`config.mk`:
```
export PLATFORM = sky130hd
export DESIGN_NAME = wb_sram_arbiter
export DESIGN_NICKNAME = d
export VERILOG_FILES = /design/src/rtl/wb_sram_arbiter.sv
export SDC_FILE = /design/constraint.sdc
export NUM_CORES = 1
export LEC_CHECK = 0
export ABC_AREA = 0
export CORE_AREA = 2 2 123 125
export CTS_CLUSTER_DIAMETER = 200
export DETAILED_ROUTE_END_ITERATION = 8
export DIE_AREA = 0 0 125 127
export SYNTH_ARGS = -nofsm -noshare
export SYNTH_HDL_FRONTEND = slang
export SYNTH_SLANG_ARGS = --single-unit
export TNS_END_PERCENT = 50
```
`constraint.sdc`:
```
create_clock -name clk -period 2.3 [get_ports clk]
set_clock_uncertainty 0.15 [all_clocks]
set_input_delay 0.46 -clock clk [delete_from_list [all_inputs] [get_ports clk]]
set_output_delay 0.46 -clock clk [all_outputs]
set_load 0.005 [all_outputs]
```
`src/rtl/wb_sram_arbiter.sv`:
```
// Two-master round-robin Wishbone arbiter in front of a single-port SRAM wrapper.
// Every transaction is followed by a one-cycle idle gap before the next arbitration.
module wb_sram_arbiter #(
  parameter int AW      = 32,
  parameter int TIMEOUT = 16
) (
  input  logic          clk,
  input  logic          reset_n,
  input  logic          m0_cyc_i,
  input  logic          m0_stb_i,
  input  logic [AW-1:0] m0_adr_i,
  input  logic          m0_we_i,
  input  logic [3:0]    m0_sel_i,
  input  logic [31:0]   m0_dat_i,
  output logic [31:0]   m0_dat_o,
  output logic          m0_ack_o,
  output logic          m0_err_o,
  input  logic          m1_cyc_i,
  input  logic          m1_stb_i,
  input  logic [AW-1:0] m1_adr_i,
  input  logic          m1_we_i,
  input  logic [3:0]    m1_sel_i,
  input  logic [31:0]   m1_dat_i,
  output logic [31:0]   m1_dat_o,
  output logic          m1_ack_o,
  output logic          m1_err_o,
  output logic          s_cyc_o,
  output logic          s_stb_o,
  output logic [AW-1:0] s_adr_o,
  output logic          s_we_o,
  output logic [3:0]    s_sel_o,
  output logic [31:0]   s_dat_o,
  input  logic [31:0]   s_dat_i,
  input  logic          s_ack_i,
  output logic [1:0]    gnt_o
);

  localparam int CW = $clog2(TIMEOUT) + 1;

  typedef enum logic [1:0] {IDLE, GRANT, GAP} state_t;

  state_t          r_state;
  logic [1:0]      r_gnt;
  logic            r_last;
  logic [CW-1:0]   r_cnt;

  logic w_req0;
  logic w_req1;
  logic w_req_g;
  logic w_in_grant;
  logic w_sel1;
  logic w_last_cyc;
  logic w_timeout;

  assign w_req0     = m0_cyc_i & m0_stb_i;
  assign w_req1     = m1_cyc_i & m1_stb_i;
  assign w_in_grant = (r_state == GRANT);
  assign w_sel1     = r_gnt[1];
  assign w_req_g    = w_sel1 ? w_req1 : w_req0;
  assign w_last_cyc = (r_cnt == CW'(TIMEOUT - 1));
  // Ack wins over abort, abort wins over timeout.
  assign w_timeout  = w_in_grant & ~s_ack_i & w_req_g & w_last_cyc;

  // r_last remembers the most recent owner (1 = M1) for round-robin tie breaks.
  always_ff @(posedge clk or negedge reset_n) begin
    if (!reset_n) begin
      r_state <= IDLE;
      r_gnt   <= 2'b00;
      r_last  <= 1'b1;
      r_cnt   <= '0;
    end else begin
      case (r_state)
        IDLE: begin
          if (w_req0 | w_req1) begin
            r_state <= GRANT;
            r_cnt   <= '0;
            if (w_req0 & w_req1)
              r_gnt <= r_last ? 2'b01 : 2'b10;
            else
              r_gnt <= w_req1 ? 2'b10 : 2'b01;
          end
        end
        GRANT: begin
          if (s_ack_i | ~w_req_g | w_last_cyc) begin
            r_state <= GAP;
            r_gnt   <= 2'b00;
            r_last  <= w_sel1;
          end else begin
            r_cnt <= r_cnt + 1'b1;
          end
        end
        GAP:     r_state <= IDLE;
        default: r_state <= IDLE;
      endcase
    end
  end

  assign s_cyc_o = w_in_grant;
  assign s_stb_o = w_in_grant;
  assign gnt_o   = r_gnt;

  // Slave-side mux is zeroed outside GRANT so the SRAM never sees stale writes.
  assign s_adr_o = w_in_grant ? (w_sel1 ? m1_adr_i : m0_adr_i) : '0;
  assign s_we_o  = w_in_grant & (w_sel1 ? m1_we_i : m0_we_i);
  assign s_sel_o = w_in_grant ? (w_sel1 ? m1_sel_i : m0_sel_i) : 4'b0000;
  assign s_dat_o = w_in_grant ? (w_sel1 ? m1_dat_i : m0_dat_i) : 32'h0;

  assign m0_ack_o = r_gnt[0] & s_ack_i;
  assign m1_ack_o = r_gnt[1] & s_ack_i;
  assign m0_err_o = r_gnt[0] & w_timeout;
  assign m1_err_o = r_gnt[1] & w_timeout;
  assign m0_dat_o = w_in_grant ? s_dat_i : 32'h0;
  assign m1_dat_o = w_in_grant ? s_dat_i : 32'h0;

endmodule

```
==> flow_summary.ini, run 1 <==
[pwr]
power.density_mw_per_mm2 = 422.3
p_leak_nw = 3.399
ir_worst_vdd_uv = 210.9

[floorplanning]
rows = 44
io_pins = 318
start_util = 0.1424
core_mm2 = 0.01442
die_h_um = 127
die_w_um = 125
dieArea_mm2 = 0.01588

[synth]
synth_top_family_by_area = multiplexers
synth-compound-area-share = 0.06151
synth_top_area_cell = mux2i_1
avgSynthCellArea_um2 = 7.285
synthCells = 282
synthArstFlopShare = 1.000
seq_area_frac_synth = 0.1224
synth-xor-area-share = 0
ys_types = 38
yosys-top-cells-area = mux2i_1, nor2_1, buf_4
yosys_register_bits = 10
yosys-top-cells-count = nor2_1, mux2i_1, and2_1, buf_4, buf_2
netlist_area_mm2 = 0.002054
synth_nets = 461
yosys.area_share.simple = 0.2887
synth_most_common_cell = nor2_1
ys_warn_count = 0
synth_edf_count = 0
synthFlopType = dfrtp_1
synth_adder_area_share = 0.01218
synth_mux_area_frac = 0.3417
synth_top_area_frac = 0.3362

[worst_hold_path]
hold_class = flop to flop
holdPathEnd = r_cnt[4]$_DFFE_PN0P_
hold_path_depth = 2
min_from = r_cnt[4]$_DFFE_PN0P_

[finish]
fillers = 1467
layout.nets = 769
areaGrowthSynthToFinish_pct = 179.0
multi_input_area_mm2 = 0.001475
seq_area_um2 = 255.2
drive_gt1_frac = 0.09847
num_antenna_cells = 0
finalInstanceArea_mm2 = 0.005732

[global_routing]
overflow = 0
grt_max_degree = 54
grt_pass1_vias = 3176
grtUsageTotal = 0.1299
grt_pass1_wl_mm = 17.02
grt_antenna_before_repair = 0

[setup_path]
cp_cell_sequence = clkdlybuf4s50_1, and3_1, or2_1, and3_1, clkbuf_2
r2r_end = r_cnt[3]$_DFFE_PN0P_
cp-start-kind = input pin
crit_top_cell = and3_1
path_max_fanout = 3
r2r-start = r_cnt[0]$_DFFE_PN0P_
crit_buf_inv = 2
cp.arrival_ns = 1.66
cpMaxStageDelayCell = clkdlybuf4s50_1
cp-end-kind = primary output
critPathKind = input pin to primary output
slowest_delay_ns = 0.44
cp_data_required_time_ns = 1.69
r2r_setup_slack_ns = 0.15
crit_family = simple AND/OR/NAND/NOR gates
rr_worst_depth = 8

[cts]
cts.sinks = 10
cts.clk_slew.worst_paths_ns = 0.04
cts_max_level = 1
cts_tree = yes
cts_made_buffers = 3
clkLatencyLatePin_ns = 0.24
clock_path_buffers = 2
root_buffer = clkbuf_16
ctsHoldBuffers = 0

[detailed_routing]
first_pass_iters = 4
drc = 0
post_drt_wl_per_cell_um = 15.40
wl_mm = 11.91
drtIter0Drc = 66
ant_nets = 0
num_vias = 3124
drt-vias-per-instance = 4.041

[timing]
max_freq_ghz = 0.4398
tightest_slew_ns = 0.4545
min_period_over_period = 0.9886
post-route-min-period_ns = 2.274
rsz0062_at_grt = true
finalHoldViolations = 0
setup_violations = 0
finalMaxSlewViolations = 0
fin_setup_tns_ns = 0
slew_headroom = 0.6961

[placed_design]
placed_area_mm2 = 0.005408
io_buffers = 317
dp_hpwl_mm = 9.581
gp_congestion = 0.8321

[outcome]
outcome = finished, final reports clean

[flow_run]
cap_violations = 0
==> kinds of logic (layout without fill, tap and decap cells) <==
group	Yosys count	in the layout
mux	70	70
flops	10	10
compound gates	18	18
buf+inv	57	364
fa+ha+maj	2	2
simple gates	125	125
==> worst reg2reg max path, delay by kind of cell, from the launching register on <==
family	cells	cell delay, ns
buf+inv	1	0.13
flops	1	0.37
compound gates	3	0.65
simple gates	2	0.34
fa+ha+maj	2	0.38
==> worst max-delay path by stage <==
stage                         start                    to  slack, ns  depth (start not counted)
3_5_place_dp               m1_cyc_i              m0_err_o      -0.37                          5
6_report                   m1_cyc_i              m0_err_o       0.03                          5
5_1_grt        r_cnt[1]$_DFFE_PN0P_              m0_err_o      -0.04                          6
3_3_place_gp               m1_cyc_i              m0_err_o      -0.36                          5
2_1_floorplan  r_cnt[0]$_DFFE_PN0P_  r_cnt[3]$_DFFE_PN0P_       0.27                          7
4_1_cts        gnt_o[1]$_DFFE_PN0P_            s_dat_o[7]      -0.12                          5
==> layer usage <==
layer  routed length (um)  vias up  GRT usage  share of wire
met5                    0        -          0              0
met4                  124        0    0.02157          0.010
met3                  810       12    0.02471          0.068
met2                 6544      147     0.2561           0.55
met1                 4425     1435     0.1464           0.37
li1                     -     1530          -              -
==> what timing repair did <==
item / 4_1_cts / 5_1_grt
resized for setup: 95 / 76
endpoints found under the setup margin: 132 / 59
pin swaps: 1 / 1
setup buffers: 2 / 5
cloned: 1 / 3
==> layout make-up <==
class / count / share of cell area
timing repair buffer: 356 / 0.6394
multi-input combinational: 215 / 0.2574
sequential: 10 / 0.04453
tap: 184 / 0.04017
clock buffer: 4 / 0.01550
inverter: 4 / 0.003056
==> per-stage QoR <==
| stage | std cells | total power [mW] | hold slack [ns] | util | worst slack [ns] |
|---|---|---|---|---|---|
| after floorplan | 282 | 0.9997 | 0.01441 | - | 0.2673 |
| after global placement | 758 | 2.055 | 0.3555 | 0.3749 | -0.3590 |
| after detailed placement | 758 | 2.073 | 0.3592 | 0.3749 | -0.3694 |
| after CTS | 765 | 2.345 | 0.3682 | 0.3774 | -0.1245 |
| after global routing | 773 | 2.584 | 0.3976 | 0.3974 | -0.03680 |
| final | 773 | 2.421 | 0.3754 | 0.3974 | 0.02618 |
==> sequential cells by signal, indices dropped and copies added, names as in the netlist <==
register	flops
r_last	1
r_cnt	5
r_state	2
gnt_o	2
==> power by group <==
part | total [mW] | switching [mW] | internal (mW)
Sequential | 0.252 | 0.0321 | 0.220
Clock | 0.347 | 0.0853 | 0.262
Combinational | 1.82 | 0.691 | 1.13
==> cell usage in the layout (no fill, tap or decap), types with 3 or more instances in the layout <==
| master | n |
|---|---|
| inv_1 | 3 |
| buf_12 | 4 |
| nor2_1 | 70 |
| buf_4 | 25 |
| clkbuf_2 | 3 |
| mux2i_1 | 67 |
| dfrtp_1 | 8 |
| dlygate4sd2_1 | 75 |
| and3_1 | 4 |
| and2_1 | 35 |
| clkbuf_16 | 6 |
| dlymetal6s2s_1 | 52 |
| clkdlybuf4s15_1 | 8 |
| buf_6 | 4 |
| nand2_1 | 5 |
| clkdlybuf4s50_1 | 178 |
Note: power is estimated with default switching activity, not from simulation.
==> inputs of run 2 (changes only) <==
--- a/config.mk
+++ b/config.mk
@@ -6,10 +6,14 @@
 export NUM_CORES = 1
 export LEC_CHECK = 0
 export ABC_AREA = 0
-export CORE_AREA = 2 2 123 125
+export CELL_PAD_IN_SITES_DETAIL_PLACEMENT = 2
+export CELL_PAD_IN_SITES_GLOBAL_PLACEMENT = 2
+export CORE_ASPECT_RATIO = 1.25
+export CORE_MARGIN = 2
+export CORE_UTILIZATION = 10
 export CTS_CLUSTER_DIAMETER = 200
 export DETAILED_ROUTE_END_ITERATION = 8
-export DIE_AREA = 0 0 125 127
+export PLACE_DENSITY = 0.87
 export SYNTH_ARGS = -nofsm -noshare
 export SYNTH_HDL_FRONTEND = slang
 export SYNTH_SLANG_ARGS = --single-unit
==> flow_summary.ini, run 2 (same netlist as run 1, synthesis figures left out) <==
[cts]
clock_path_buffers = 2
root_buffer = clkbuf_16
cts_tree = yes
cts.sinks = 10
cts_made_buffers = 3
cts_max_level = 1
ctsHoldBuffers = 0
clkLatencyLatePin_ns = 0.23
cts.clk_slew.worst_paths_ns = 0.04

[timing]
finalMaxSlewViolations = 0
tightest_slew_ns = 0.5323
max_freq_ghz = 0.4339
fin_setup_tns_ns = -0.004422
post-route-min-period_ns = 2.304
hold-worst-slack_ns = 0.4218
setup_violations = 1
finalWorstSetupSlack_ns = -0.004422
rsz0062_at_grt = true
slew_headroom = 0.6440
finalHoldViolations = 0
min_period_over_period = 1.002

[setup_path]
cp-start-kind = flop
cp-end-kind = primary output
r2r_setup_slack_ns = 0.12
cpMaxStageDelayCell = dfrtp_4
cp_data_required_time_ns = 1.69
cp_cell_sequence = buf_12, buf_16, buf_8, mux2i_1, nor2_1, dlygate4sd2_1
r2r-start = r_cnt[0]$_DFFE_PN0P_
cp.arrival_ns = 1.69
path_max_fanout = 17
rr_worst_depth = 8
critPathKind = flop to primary output
slowest_delay_ns = 0.48
r2r_end = r_cnt[3]$_DFFE_PN0P_

[detailed_routing]
first_pass_iters = 6
drtIter0Drc = 34
wl_mm = 15.97
post_drt_wl_per_cell_um = 18.21
num_vias = 3369
ant_nets = 0
drc = 0
drt-vias-per-instance = 3.842

[pwr]
p_leak_nw = 3.008
power.density_mw_per_mm2 = 440.3
ir_worst_vdd_uv = 202.8

[global_routing]
grt_pass1_wl_mm = 21.84
grtUsageTotal = 0.1323
grt_max_degree = 56
grt_antenna_before_repair = 0
grt_pass1_vias = 3568
overflow = 0

[placed_design]
io_buffers = 317
dp_hpwl_mm = 12.78
place_inst = 846
gp_congestion = 0.7210

[finish]
layout.cells.non_filler = 877
largest-register = r_cnt
multi_input_area_mm2 = 0.001519
fillers = 2374
seq_area_um2 = 255.2
layout_commonest_cell = clkdlybuf4s50_1
final_cell_mix = clkdlybuf4s50_1, dlygate4sd2_1, nor2_1, mux2i_1, buf_4
layout.nets = 787
largest_reg_flops = 5
num_antenna_cells = 0
drive_gt1_frac = 0.1499
areaGrowthSynthToFinish_pct = 185.1

[floorplanning]
die_w_um = 132.2
core_mm2 = 0.02017
io_pins = 318
dieArea_mm2 = 0.02171
start_util = 0.1018
rows = 58
die_h_um = 164.3

[worst_hold_path]
hold_class = flop to flop
holdPathEnd = r_cnt[4]$_DFFE_PN0P_
hold_path_depth = 2
min_from = r_cnt[4]$_DFFE_PN0P_

[flow_run]
cap_violations = 0

[outcome]
violations = setup timing
outcome = finished, violations left
==> run 2: how the worst max path moves through the flow <==
| stage | start | endpoint | slack, ns | cells after the start |
|---|---|---|---|---|
| 2_1_floorplan | r_cnt[0]$_DFFE_PN0P_ | r_cnt[3]$_DFFE_PN0P_ | 0.27 | 7 |
| 3_3_place_gp | m1_cyc_i | m0_err_o | -0.35 | 5 |
| 3_5_place_dp | m1_cyc_i | m0_err_o | -0.34 | 5 |
| 4_1_cts | gnt_o[1]$_DFFE_PN0P_ | s_dat_o[29] | -0.15 | 4 |
| 5_1_grt | gnt_o[1]$_DFFE_PN0P_ | s_adr_o[8] | -0.05 | 6 |
| 6_report | gnt_o[1]$_DFFE_PN0P_ | s_adr_o[8] | -0.004 | 6 |
==> run 2: what timing repair did <==
action                                  in CTS  in global routing
pin swaps                                    3                  2
endpoints found under the setup margin     139                 24
cloned                                       2                  1
buffers inserted                             7                 17
resized for setup                          150                 58
==> run 2: cell type report <==
class | instances | area share
flip-flops and latches | 10 | 0.04358
repair buffers | 374 | 0.6208
inverters | 4 | 0.003418
well taps | 270 | 0.05768
multi-input cells | 215 | 0.2593
clock buffers | 4 | 0.01517
==> run 2: worst max-delay path: cells and delay by family, from the launching register on <==
kind	cells	cell delay, ns
buffers and inverters	4	0.73
flip-flops	1	0.48
multiplexers	1	0.12
AND/OR/NAND/NOR	1	0.12
==> run 2: through the flow <==
step / setup WS (ns) / instance area [um2] / power [mW] / utilization
2_1_floorplan: 0.2673 / 2054 / 0.9997 / -
3_3_place_gp: -0.3536 / 5518 / 2.112 / 0.2735
3_5_place_dp: -0.3391 / 5518 / 2.145 / 0.2735
4_1_cts: -0.1521 / 5623 / 2.462 / 0.2787
5_1_grt: -0.04875 / 5857 / 2.763 / 0.2903
6_report: -0.004422 / 5857 / 2.579 / 0.2903
==> run 2: per-layer routing <==
layer / vias up / global-route usage / share of wire
met5: - / 0 / 0
met4: 0 / 0.02346 / 0.0091
met3: 6 / 0.07068 / 0.14
met2: 227 / 0.2446 / 0.50
met1: 1574 / 0.1334 / 0.35
li1: 1562 / - / -
==> run 2: report_power, final <==
part	leakage (nW)	total (mW)	internal [mW]	switching [mW]
sequential	0.130	0.255	0.220	0.0345
combinational	2.83	1.98	1.18	0.805
clock	0.0442	0.340	0.261	0.0784
total	3.01	2.58	1.66	0.918
